**src/rtl/param_divider_pkg.sv**
```systemverilog
// Shared types for the iterative restoring divider.
// Holds the two-state control FSM encoding.
package param_divider_pkg;

    typedef enum logic {
        IDLE = 1'b0,
        RUN  = 1'b1
    } state_t;

endpackage

```
**src/rtl/param_divider_step.sv**
```systemverilog
// One restoring divide iteration: trial-subtract divisor from the shifted partial remainder.
// Latency: combinational. Backpressure: none.
// A kept difference is always below the divisor, so WIDTH result bits suffice.
module param_divider_step #(
    parameter int WIDTH = 8
) (
    input  logic [WIDTH:0]   rem_shift,
    input  logic [WIDTH-1:0] divisor,
    output logic [WIDTH-1:0] rem_next,
    output logic             q_bit
);

    always_comb begin
        q_bit    = (rem_shift >= {1'b0, divisor});
        // Low-bit subtraction is exact here because the true difference fits in WIDTH bits.
        rem_next = q_bit ? (rem_shift[WIDTH-1:0] - divisor) : rem_shift[WIDTH-1:0];
    end

endmodule

```
**src/rtl/param_divider.sv**
```systemverilog
// Iterative unsigned divider, one quotient bit per clock behind a start/done handshake.
// Latency: WIDTH cycles from accepted start to done. Backpressure: start ignored while busy.
module param_divider
    import param_divider_pkg::*;
#(
    parameter int WIDTH = 8
) (
    input  logic             clk,
    input  logic             reset,
    input  logic             start,
    input  logic [WIDTH-1:0] dividend,
    input  logic [WIDTH-1:0] divisor,
    output logic             busy,
    output logic             done,
    output logic [WIDTH-1:0] quotient,
    output logic [WIDTH-1:0] remainder,
    output logic             div_by_zero
);

    localparam int CW = $clog2(WIDTH + 1);

    state_t           state, state_nxt;
    logic [CW-1:0]    cnt;
    logic [WIDTH-1:0] rem_q;
    logic [WIDTH-1:0] dvd_q;
    logic [WIDTH-1:0] dvs_q;
    logic [WIDTH:0]   rem_shift;
    logic [WIDTH-1:0] rem_nxt;
    logic             q_bit;
    logic             accept;
    logic             last;

    assign accept    = (state == IDLE) && start;
    assign last      = (state == RUN) && (cnt == CW'(1));
    assign busy      = (state == RUN);
    assign rem_shift = {rem_q, dvd_q[WIDTH-1]};

    param_divider_step #(.WIDTH(WIDTH)) u_step (
        .rem_shift (rem_shift),
        .divisor   (dvs_q),
        .rem_next  (rem_nxt),
        .q_bit     (q_bit)
    );

    always_ff @(posedge clk or negedge reset) begin
        if (!reset) begin
            state <= IDLE;
        end else begin
            state <= state_nxt;
        end
    end

    always_comb begin
        state_nxt = state;
        case (state)
            IDLE:    if (start) state_nxt = RUN;
            RUN:     if (cnt == CW'(1)) state_nxt = IDLE;
            default: state_nxt = IDLE;
        endcase
    end

    // The dividend register doubles as the quotient shift register.
    always_ff @(posedge clk or negedge reset) begin
        if (!reset) begin
            cnt         <= '0;
            rem_q       <= '0;
            dvd_q       <= '0;
            dvs_q       <= '0;
            done        <= 1'b0;
            quotient    <= '0;
            remainder   <= '0;
            div_by_zero <= 1'b0;
        end else begin
            done <= 1'b0;
            if (accept) begin
                dvd_q <= dividend;
                dvs_q <= divisor;
                rem_q <= '0;
                cnt   <= CW'(WIDTH);
            end else if (state == RUN) begin
                rem_q <= rem_nxt;
                dvd_q <= {dvd_q[WIDTH-2:0], q_bit};
                cnt   <= cnt - CW'(1);
                if (last) begin
                    quotient    <= (dvs_q == '0) ? '1 : {dvd_q[WIDTH-2:0], q_bit};
                    remainder   <= rem_nxt;
                    div_by_zero <= (dvs_q == '0);
                    done        <= 1'b1;
                end
            end
        end
    end

endmodule

```
**config.mk**
```make
export PLATFORM = sky130hd
export DESIGN_NAME = param_divider
export DESIGN_NICKNAME = d
export VERILOG_FILES = /design/src/rtl/param_divider_pkg.sv /design/src/rtl/param_divider_step.sv /design/src/rtl/param_divider.sv
export SDC_FILE = /design/constraint.sdc
export NUM_CORES = 1
export LEC_CHECK = 0
export ABC_AREA = 1
export CORE_MARGIN = 8
export CORE_UTILIZATION = 54
export CTS_CLUSTER_DIAMETER = 50
export CTS_CLUSTER_SIZE = 8
export DETAILED_ROUTE_END_ITERATION = 16
export PLACE_DENSITY = 0.8
export SETUP_SLACK_MARGIN = 0.1
export SYNTH_ARGS = -nofsm -noshare
export SYNTH_HDL_FRONTEND = slang
export SYNTH_SLANG_ARGS = --single-unit
```
**constraint.sdc**
```tcl
create_clock -name clk -period 2.35 [get_ports clk]
set_clock_uncertainty 0.15 [all_clocks]
set_input_delay 0.3525 -clock clk [delete_from_list [all_inputs] [get_ports clk]]
set_output_delay 0.3525 -clock clk [all_outputs]
set_load 0.02 [all_outputs]
```
==> out/summary.txt <==
Unique cell type count in the Yosys netlist -> 33
Top-area cell type share of the netlist area -> 47.4%
Syn Inst Count -> 295
Worst Tran Pin Value -> 0.558 ns
Post-DP Area -> 0.00293 mm^2
Worst endpoint required time -> 1.85 ns
EDFF count, synth -> 0
Worst Path Arrival -> 1.67 ns
Area growth, synth to finish -> 23.5%
Nets -> 371
Num CTS Buffers -> 5
Post-route ant nets -> 0
Setup Crit Path Kind -> register to output pin
Top post-synthesis cells by area -> dfrtp_1, nand2_1, inv_1
Gr ovfl total -> 0
CTS tree -> built
DR pass1 iterations -> 4
Synth Warn # -> 0
Tmin final -> 2.17 ns
LEAKAGE -> 1.52 nW
Setup TNS -> 0 ns
Hold crit path type -> register to register
Cell area after layout -> 0.00306 mm^2
Setup-failing EPs final -> 0
Share of cells above drive strength 1 -> 11.4%
HPWL after DPL -> 4340 um
CTS H-tree lvls -> 2
Seq/Total Area, Yosys -> 47.4%
Setup Fix Bufs, Post-CTS -> 0
Relative slew slack -> 62.8%
CP endpoint kind -> output pin
Total GRT Usage -> 17.2%
Part of the cycle the worst path needs -> 92.3%
Largest net degree at the start of global routing -> 25
CP Cell Sequence -> clkdlybuf4s50_1
DIE WIDTH -> 83.8 um
Die area -> 0.00702 mm^2
FP Rows -> 24
Clock tree buffer depth -> 2
P per Cell Area -> 1770 mW/mm^2
Vias -> 2123
PnR worst setup slack -> 0.180 ns
Maxcap violations -> 0
DP Worst Slack -> 0.328 ns
Via density -> 5.39
Total clock sinks -> 47
Worst vdd ir -> 0.916 mV
Status -> completed
CP top delay family -> buffers and inverters
Post-synthesis net count -> 325
Max stage delay on crit path -> 0.71 ns
Asr flop ratio synth -> 100%
First DRT Iteration DRCs -> 121
Cell with the most instances after synthesis -> nand2_1
Max Fanout on Critical Path -> 13
Seq cells post-synth -> 47
Syn_area_per_cell -> 8.41 um^2
CP Launch Type -> register
Core area -> 0.00438 mm^2
CTS root buf -> clkbuf_8
Netlist Area Pre-Place -> 0.00248 mm^2
CP max-delay cell -> clkdlybuf4s50_1
Most used DFF post-synth -> dfrtp_1
CP bufs+invs -> 1
Final WL -> 5940 um
Max-slew violations -> 0
Ant diodes -> 0
Dpl cells -> 385
Remaining DRCs -> 0
Clock slew at reported path FFs -> 0.09 ns
First-pass GRT wire length -> 9940 um
Final core utilization -> 69.9%
# hold bufs at CTS -> 1
I/O Buffers -> 37
Area leader, netlist -> dfrtp_1
Routed WL per cell -> 15.1 um
Antenna violations before repair -> 0
Placer congestion estimate -> 0.879
Clock Latency Late Sink -> 0.30 ns
Number of global-route vias before repair -> 2105
Final Non-Filler Cells -> 394
Post-CTS Resized -> 0
Fmax -> 0.461 GHz
Hold Vio Cnt, Final -> 0
Die Span Y -> 83.8 um
IO Pins -> 38
Starting density of the core -> 56.6%
Synth cell count leaders -> nand2_1, dfrtp_1, inv_1
RSZ-0062 raised after global routing -> no
registers in the layout (all words and copies together) (netlist names):
register     count
dvd_q            8
dvs_q            8
quotient         8
rem_q            8
remainder        8
cnt              4
busy             1
div_by_zero      1
done             1
worst paths after layout:
| kind | from | endpoint | slack (ns) | depth (start not counted) |
|---|---|---|---|---|
| max in group asynchronous | reset | quotient[3] | 1.04 | 3 |
| max reg2reg | busy | quotient[0] | 0.29 | 7 |
| min in group asynchronous | reset | rem_q[2] | 0.41 | 2 |
| min reg2reg | remainder[2] | remainder[2] | 0.34 | 2 |
| max | busy | busy | 0.18 | 1 |
| min | remainder[2] | remainder[2] | 0.34 | 2 |
cells by family after synthesis:
group,Yosys count,share of synthesized area (%)
adder cells (fa/ha/maj),11,5.85
AO/OA/AOI/OAI,33,8.78
buffers and inverters,46,7.32
XOR/XNOR,3,1.06
flip-flops,47,47.4
AND/OR/NAND/NOR,155,29.6
routing by layer:
layer / wire, um / vias up / GRT usage (%)
met2: 2790 / 55 / 26.8
met5: 0 / - / 0
met3: 231 / 8 / 3.91
li1: - / 1034 / -
met4: 109 / 0 / 6.59
met1: 2810 / 1026 / 22.4
where the power goes:
part / internal, mW / switching, mW / leakage [nW]
sequential: 1.23 / 0.279 / 0.560
clock: 0.350 / 0.278 / 0.0618
combinational: 1.29 / 1.99 / 0.900
total: 2.87 / 2.55 / 1.52
layout make-up:
| cell class | instances | area, um^2 |
|---|---|---|
| clock buffer | 6 | 82.6 |
| clock inverter | 2 | 38.8 |
| fill | 346 | 1320 |
| inverter | 40 | 150 |
| multi-input combinational | 202 | 1120 |
| sequential | 47 | 1180 |
| tap | 52 | 65.1 |
| timing repair buffer | 45 | 428 |
placed cells by master, fill, tap and decap left out, drive strengths merged:
master         synthesis  final
o21ai                 13     13
bufinv                 0      1
nor2                  23     23
ha                    10     10
o22ai                  1      1
a41oi                  1      1
nand3                 25     25
xor2                   1      1
o211ai                 1      1
clkinv                 1      1
buf                    5      8
clkbuf                 1      6
o221ai                 7      7
dfrtp                 47     47
or2                    1      1
nand2                100    100
fa                     1      1
dlygate4sd3            0      1
nand3b                 2      2
nor3                   2      2
clkdlybuf4s50          0     36
nand4                  2      2
xnor2                  2      2
inv                   39     40
a21oi                 10     10
metrics by stage:
step | hold WS (ns) | power (mW)
after CTS | 0.346 | 5.42
after global routing | 0.372 | 5.89
after detailed placement | 0.222 | 4.73
final | 0.343 | 5.41
after global placement | 0.210 | 4.65
after floorplan | -0.0931 | 3.83
Power figures use the tool's default switching activity.
==> edit 1 (config.mk and constraints unchanged) <==
Register the inputs `start`, `dividend` and `divisor` before use, cleared by the reset. The logic sees them one clock later. Comments in the files are not updated.
--- a/src/rtl/param_divider.sv
+++ b/src/rtl/param_divider.sv
@@ -21,2 +21,18 @@
 
+    logic start_q;
+    logic [WIDTH-1:0] dividend_q;
+    logic [WIDTH-1:0] divisor_q;
+
+    always_ff @(posedge clk or negedge reset) begin
+        if (!reset) begin
+            start_q    <= '0;
+            dividend_q <= '0;
+            divisor_q  <= '0;
+        end else begin
+            start_q    <= start;
+            dividend_q <= dividend;
+            divisor_q  <= divisor;
+        end
+    end
+
     state_t           state, state_nxt;
@@ -32,3 +48,3 @@
 
-    assign accept    = (state == IDLE) && start;
+    assign accept    = (state == IDLE) && start_q;
     assign last      = (state == RUN) && (cnt == CW'(1));
@@ -55,3 +71,3 @@
         case (state)
-            IDLE:    if (start) state_nxt = RUN;
+            IDLE:    if (start_q) state_nxt = RUN;
             RUN:     if (cnt == CW'(1)) state_nxt = IDLE;
@@ -75,4 +91,4 @@
             if (accept) begin
-                dvd_q <= dividend;
-                dvs_q <= divisor;
+                dvd_q <= dividend_q;
+                dvs_q <= divisor_q;
                 rem_q <= '0;
Function: changed (Yosys sat finds a counterexample within 4 cycles, from zero or initial values and one cycle with reset low).
==> edit 1 against the original RTL <==
Wire length is 2.3% lower. Synthesized area is 14% higher. Clock power is 83% higher. Sequential cell count is 17 higher. Setup slack better by 130 ps. Total power is 11% higher. Cell area is 16% higher. Sequential share of layout area is 6.7 points higher. Largest cell class unchanged. Largest power group unchanged.
==> edit 1: results (changes against the original RTL) <==
Synth
The post-synthesis share of cell area spent on full adders, half adders and majority gates is 5.13% (was 5.85%). The number of warnings printed during yosys synthesis is 0 (unchanged). Cell types with the highest counts after synthesis: nand2_1 (102), dfrtp_1 (64), inv_1 (29) (was nand2_1 (90), dfrtp_1 (47), inv_1 (36)). The xor/xnor share of the synthesized area was 0.928% (was 1.06%). The gate count of the mapped netlist is 308 (was 295). The number of unique standard cell types used by synthesis was 32 (was 33). The area fraction in compound gates after synthesis is 6.76% (was 8.78%). The post-synth net total was 338 (was 325). The sequential element share of the synthesized area is 56.6% (was 47.4%). The share of flip-flops with an asynchronous set or reset came to 100% (unchanged).

Layout
The total of fill cells in the finished design was 419 (was 346). The final standard cell count with taps included and fillers excluded is 430 (was 394). The number of nets in the final layout is 385 (was 371). The share of post-route cells with drive strength above 1 was 9.72% (was 11.4%).

Setup path
The largest fanout on the critical path was 12 (was 13). The data arrival time of the critical path is 1530 ps (was 1670 ps). The largest stage delay on the critical path came to 620 ps (was 710 ps).

CTS
The later-pin clock latency in the skew report is 340 ps (was 300 ps). The cell at the root of the clock tree is clkbuf_8 (unchanged). The deepest level of the CTS H-tree is 3 (was 2). The number of clock buffers inserted by TritonCTS is 9 (was 5).

Global routing
The wire length of the first global-routing pass was 9780 µm (was 9940 µm). The pin count of the biggest net entering global routing is 65 (was 25). The number of global-route vias before repair is 2,131 (was 2,105).

Power
The peak supply drop came to 792 µV (was 916 µV). The static leakage was 1.74 nW (was 1.52 nW).

Status
Result of the run: finished, final reports clean (unchanged).

STA
The worst max-slew margin expressed relative to the limit is 64.0% (was 62.8%).

Placement
The final weighted congestion in routability-driven placement came to 0.853 (was 0.879). The count of placed standard cells including taps is 413 (was 385). The estimated wirelength of the detail-placed design is 4180 µm (was 4340 µm).

Drt
The number of violations reported at the end of detailed-routing iteration 0 is 116 (was 121). The via-per-instance ratio came to 5.07 (was 5.39).
## edit 1: cell types whose count changed in the layout (fill, tap and decap cells not counted), sizes merged, moves of 2 or more
cell / delta
buf: -3
clkbuf: +5
nand3: -3
inv: -7
bufinv: +2
nand2: +6
o21ai: -2
clkinv: +4
dfrtp: +17
## edit 1: worst paths after layout
kind	from	endpoint	slack, ps	cells past startpoint
worst max-delay path	busy	busy	310	2
worst min-delay path	divisor_q[0]	dvs_q[0]	290	2
worst max register to register	rem_q[1]	remainder[7]	320	10
worst min register to register	divisor_q[0]	dvs_q[0]	290	2
max in group asynchronous	reset	remainder[4]	1380	3
min in group asynchronous	reset	rem_q[5]	390	3
## edit 1: report_power, final
| part | leakage [nW] | switching (W) | internal, W |
|---|---|---|---|
| clock | 0.124 | 0.000415 | 0.000734 |
| combinational | 0.859 | 0.00187 | 0.00122 |
| sequential | 0.760 | 0.000251 | 0.00154 |
## edit 1: logic make-up after synthesis
logic type	Yosys count
compound gates	30
xor+xnor	3
fa+ha+maj	11
buf+inv	42
flops	64
simple gates	158
## edit 1: stage by stage
step / power (W) / instance area [µm²] / hold slack, ps / worst slack (ps)
finish: 0.00603 / 3550 / 289 / 314
global route: 0.00655 / 3550 / 272 / 206
CTS: 0.00607 / 3550 / 280 / 295
detailed placement: 0.00490 / 3300 / 239 / 349
global placement: 0.00485 / 3300 / 235 / 351
floorplan: 0.00399 / 2830 / -93.1 / 561
## edit 1: metal layers
| layer | GRT usage [%] | up-vias | share of wire, % |
|---|---|---|---|
| li1 | - | 1071 | - |
| met1 | 21.4 | 1018 | 45 |
| met2 | 25.3 | 81 | 47 |
| met3 | 4.74 | 9 | 5.9 |
| met4 | 7.53 | 0 | 1.8 |
| met5 | 0 | - | 0 |
## edit 1: tightest hold or removal path, cell delays in order, from the launching register on
cell,delay (ps)
dfrtp_1,320
nand2_1,50
nand2_1,40
## edit 1: layout make-up
| type | count | area (µm²) | area share, % |
|---|---|---|---|
| Multi-Input combinational cell | 202 | 1070 | 30.0 |
| Inverter | 36 | 135 | 3.80 |
| Tap cell | 70 | 87.6 | 2.46 |
| Clock buffer | 11 | 141 | 3.98 |
| Timing Repair Buffer | 42 | 418 | 11.8 |
| Clock inverter | 5 | 104 | 2.92 |
| Sequential cell | 64 | 1600 | 45.1 |
==> edit 2 (same flow settings) <==
Made on the original files. `WIDTH` is set to 8 in 2 places; all go to 16.
--- a/src/rtl/param_divider_step.sv
+++ b/src/rtl/param_divider_step.sv
@@ -4,3 +4,3 @@
 module param_divider_step #(
-    parameter int WIDTH = 8
+    parameter int WIDTH = 16
 ) (
--- a/src/rtl/param_divider.sv
+++ b/src/rtl/param_divider.sv
@@ -5,3 +5,3 @@
 #(
-    parameter int WIDTH = 8
+    parameter int WIDTH = 16
 ) (
Interface: changed (resized dividend, divisor, quotient and remainder); port bits go from 38 to 70. No check against the original RTL was run, so the function may have changed too.
==> edit 2 against the original RTL <==
Sequential cell count increased by 41. Synthesized area increased by 89%. Setup slack worse by 96 ps. Largest cell class is now multi-input combinational cells. Critical path type is now reg2reg. Cell area increased by 100%. Wire length up 120%. Critical endpoint is now remainder[14].
Power is not shown: default switching activity piles up to over one toggle a cycle in this logic, so the estimate is an artifact.
==> edit 2: results (changes against the original RTL) <==
Setup path
The class of the most critical setup path is reg2reg (was reg2out). The cell class contributing the biggest share of worst-path delay was simple AND/OR/NAND/NOR gates (was buffers and inverters). The data arrival time of the critical path is 2370 ps (was 1670 ps). The slowest cell on the critical path is dfrtp_1 (was clkdlybuf4s50_1).

CTS
The deepest level of the CTS H-tree is 3 (was 2). The post-cts sizing count is 3 (was 0). The number of clock buffers inserted by TritonCTS is 9 (was 5).

Drt
The count of TritonRoute iterations in the first routing pass is 5 (was 4). The number of violations reported at the end of detailed-routing iteration 0 is 217 (was 121). The detailed route wirelength on metal2 was 6580 µm (was 2790 µm).

Placement
The final weighted congestion in routability-driven placement is 0.915 (was 0.879). The number of port buffers is 69 (was 37). The cell area after placement was 0.00554 mm² (was 0.00293 mm²).

The estimated wirelength of the detail-placed design came to 8810 µm (was 4340 µm).

Status
Result of the run: finished, final reports clean (unchanged).

Global routing
The wire length of the first global-routing pass came to 20,200 µm (was 9940 µm). The met3 global-route usage is 4.96% (was 3.91%).

Hold path
The class of the most critical hold timing path is in2async (was reg2reg).

Synth
The area fraction in compound gates after synthesis is 9.57% (was 8.78%). The post-synthesis share of cell area spent on full adders, half adders and majority gates was 5.24% (was 5.85%). The number of unique standard cell types used by synthesis is 36 (was 33). Top post-synthesis cells by area: dfrtp_1 (47%), nand2_1 (18%), inv_1 (6.1%), ha_1 (4.8%), nand3_1 (4.2%) (was dfrtp_1 (47%), nand2_1 (14%), inv_1 (5.4%), ha_1 (5.0%), nand3_1 (4.4%)).

STA
The slew at the pin closest to its max-slew limit is 539 ps (was 558 ps). The worst hold margin is 319 ps (was 343 ps).

Layout
The final standard cell count with taps included and fillers excluded is 794 (was 394). The share of post-route cells with drive strength above 1 is 18.2% (was 11.4%).
edit 2: cell count changes after synthesis, moves of 8 or more:
cell / unedited run / this run
inv_1: 36 / 76
clkbuf_1: 1 / 9
o21ai_0: 10 / 21
ha_1: 10 / 18
a2bb2oi_1: 0 / 15
dfrtp_1: 47 / 88
nand3_1: 22 / 39
o221ai_1: 7 / 15
nand2_1: 90 / 226
edit 2: logic make-up after synthesis:
family,count (synthesis)
AO/OA/AOI/OAI,65
XOR/XNOR,7
adder cells (fa/ha/maj),19
buffers and inverters,99
flip-flops,88
AND/OR/NAND/NOR,313
edit 2: final cells by class:
class | count | area (µm²) | area share [%]
multi-input combinational | 405 | 2430 | 39.1
sequential | 88 | 2210 | 35.5
timing repair buffer | 97 | 963 | 15.5
inverter | 80 | 300 | 4.82
tap | 108 | 135 | 2.17
clock buffer | 10 | 128 | 2.05
clock inverter | 6 | 55.1 | 0.884
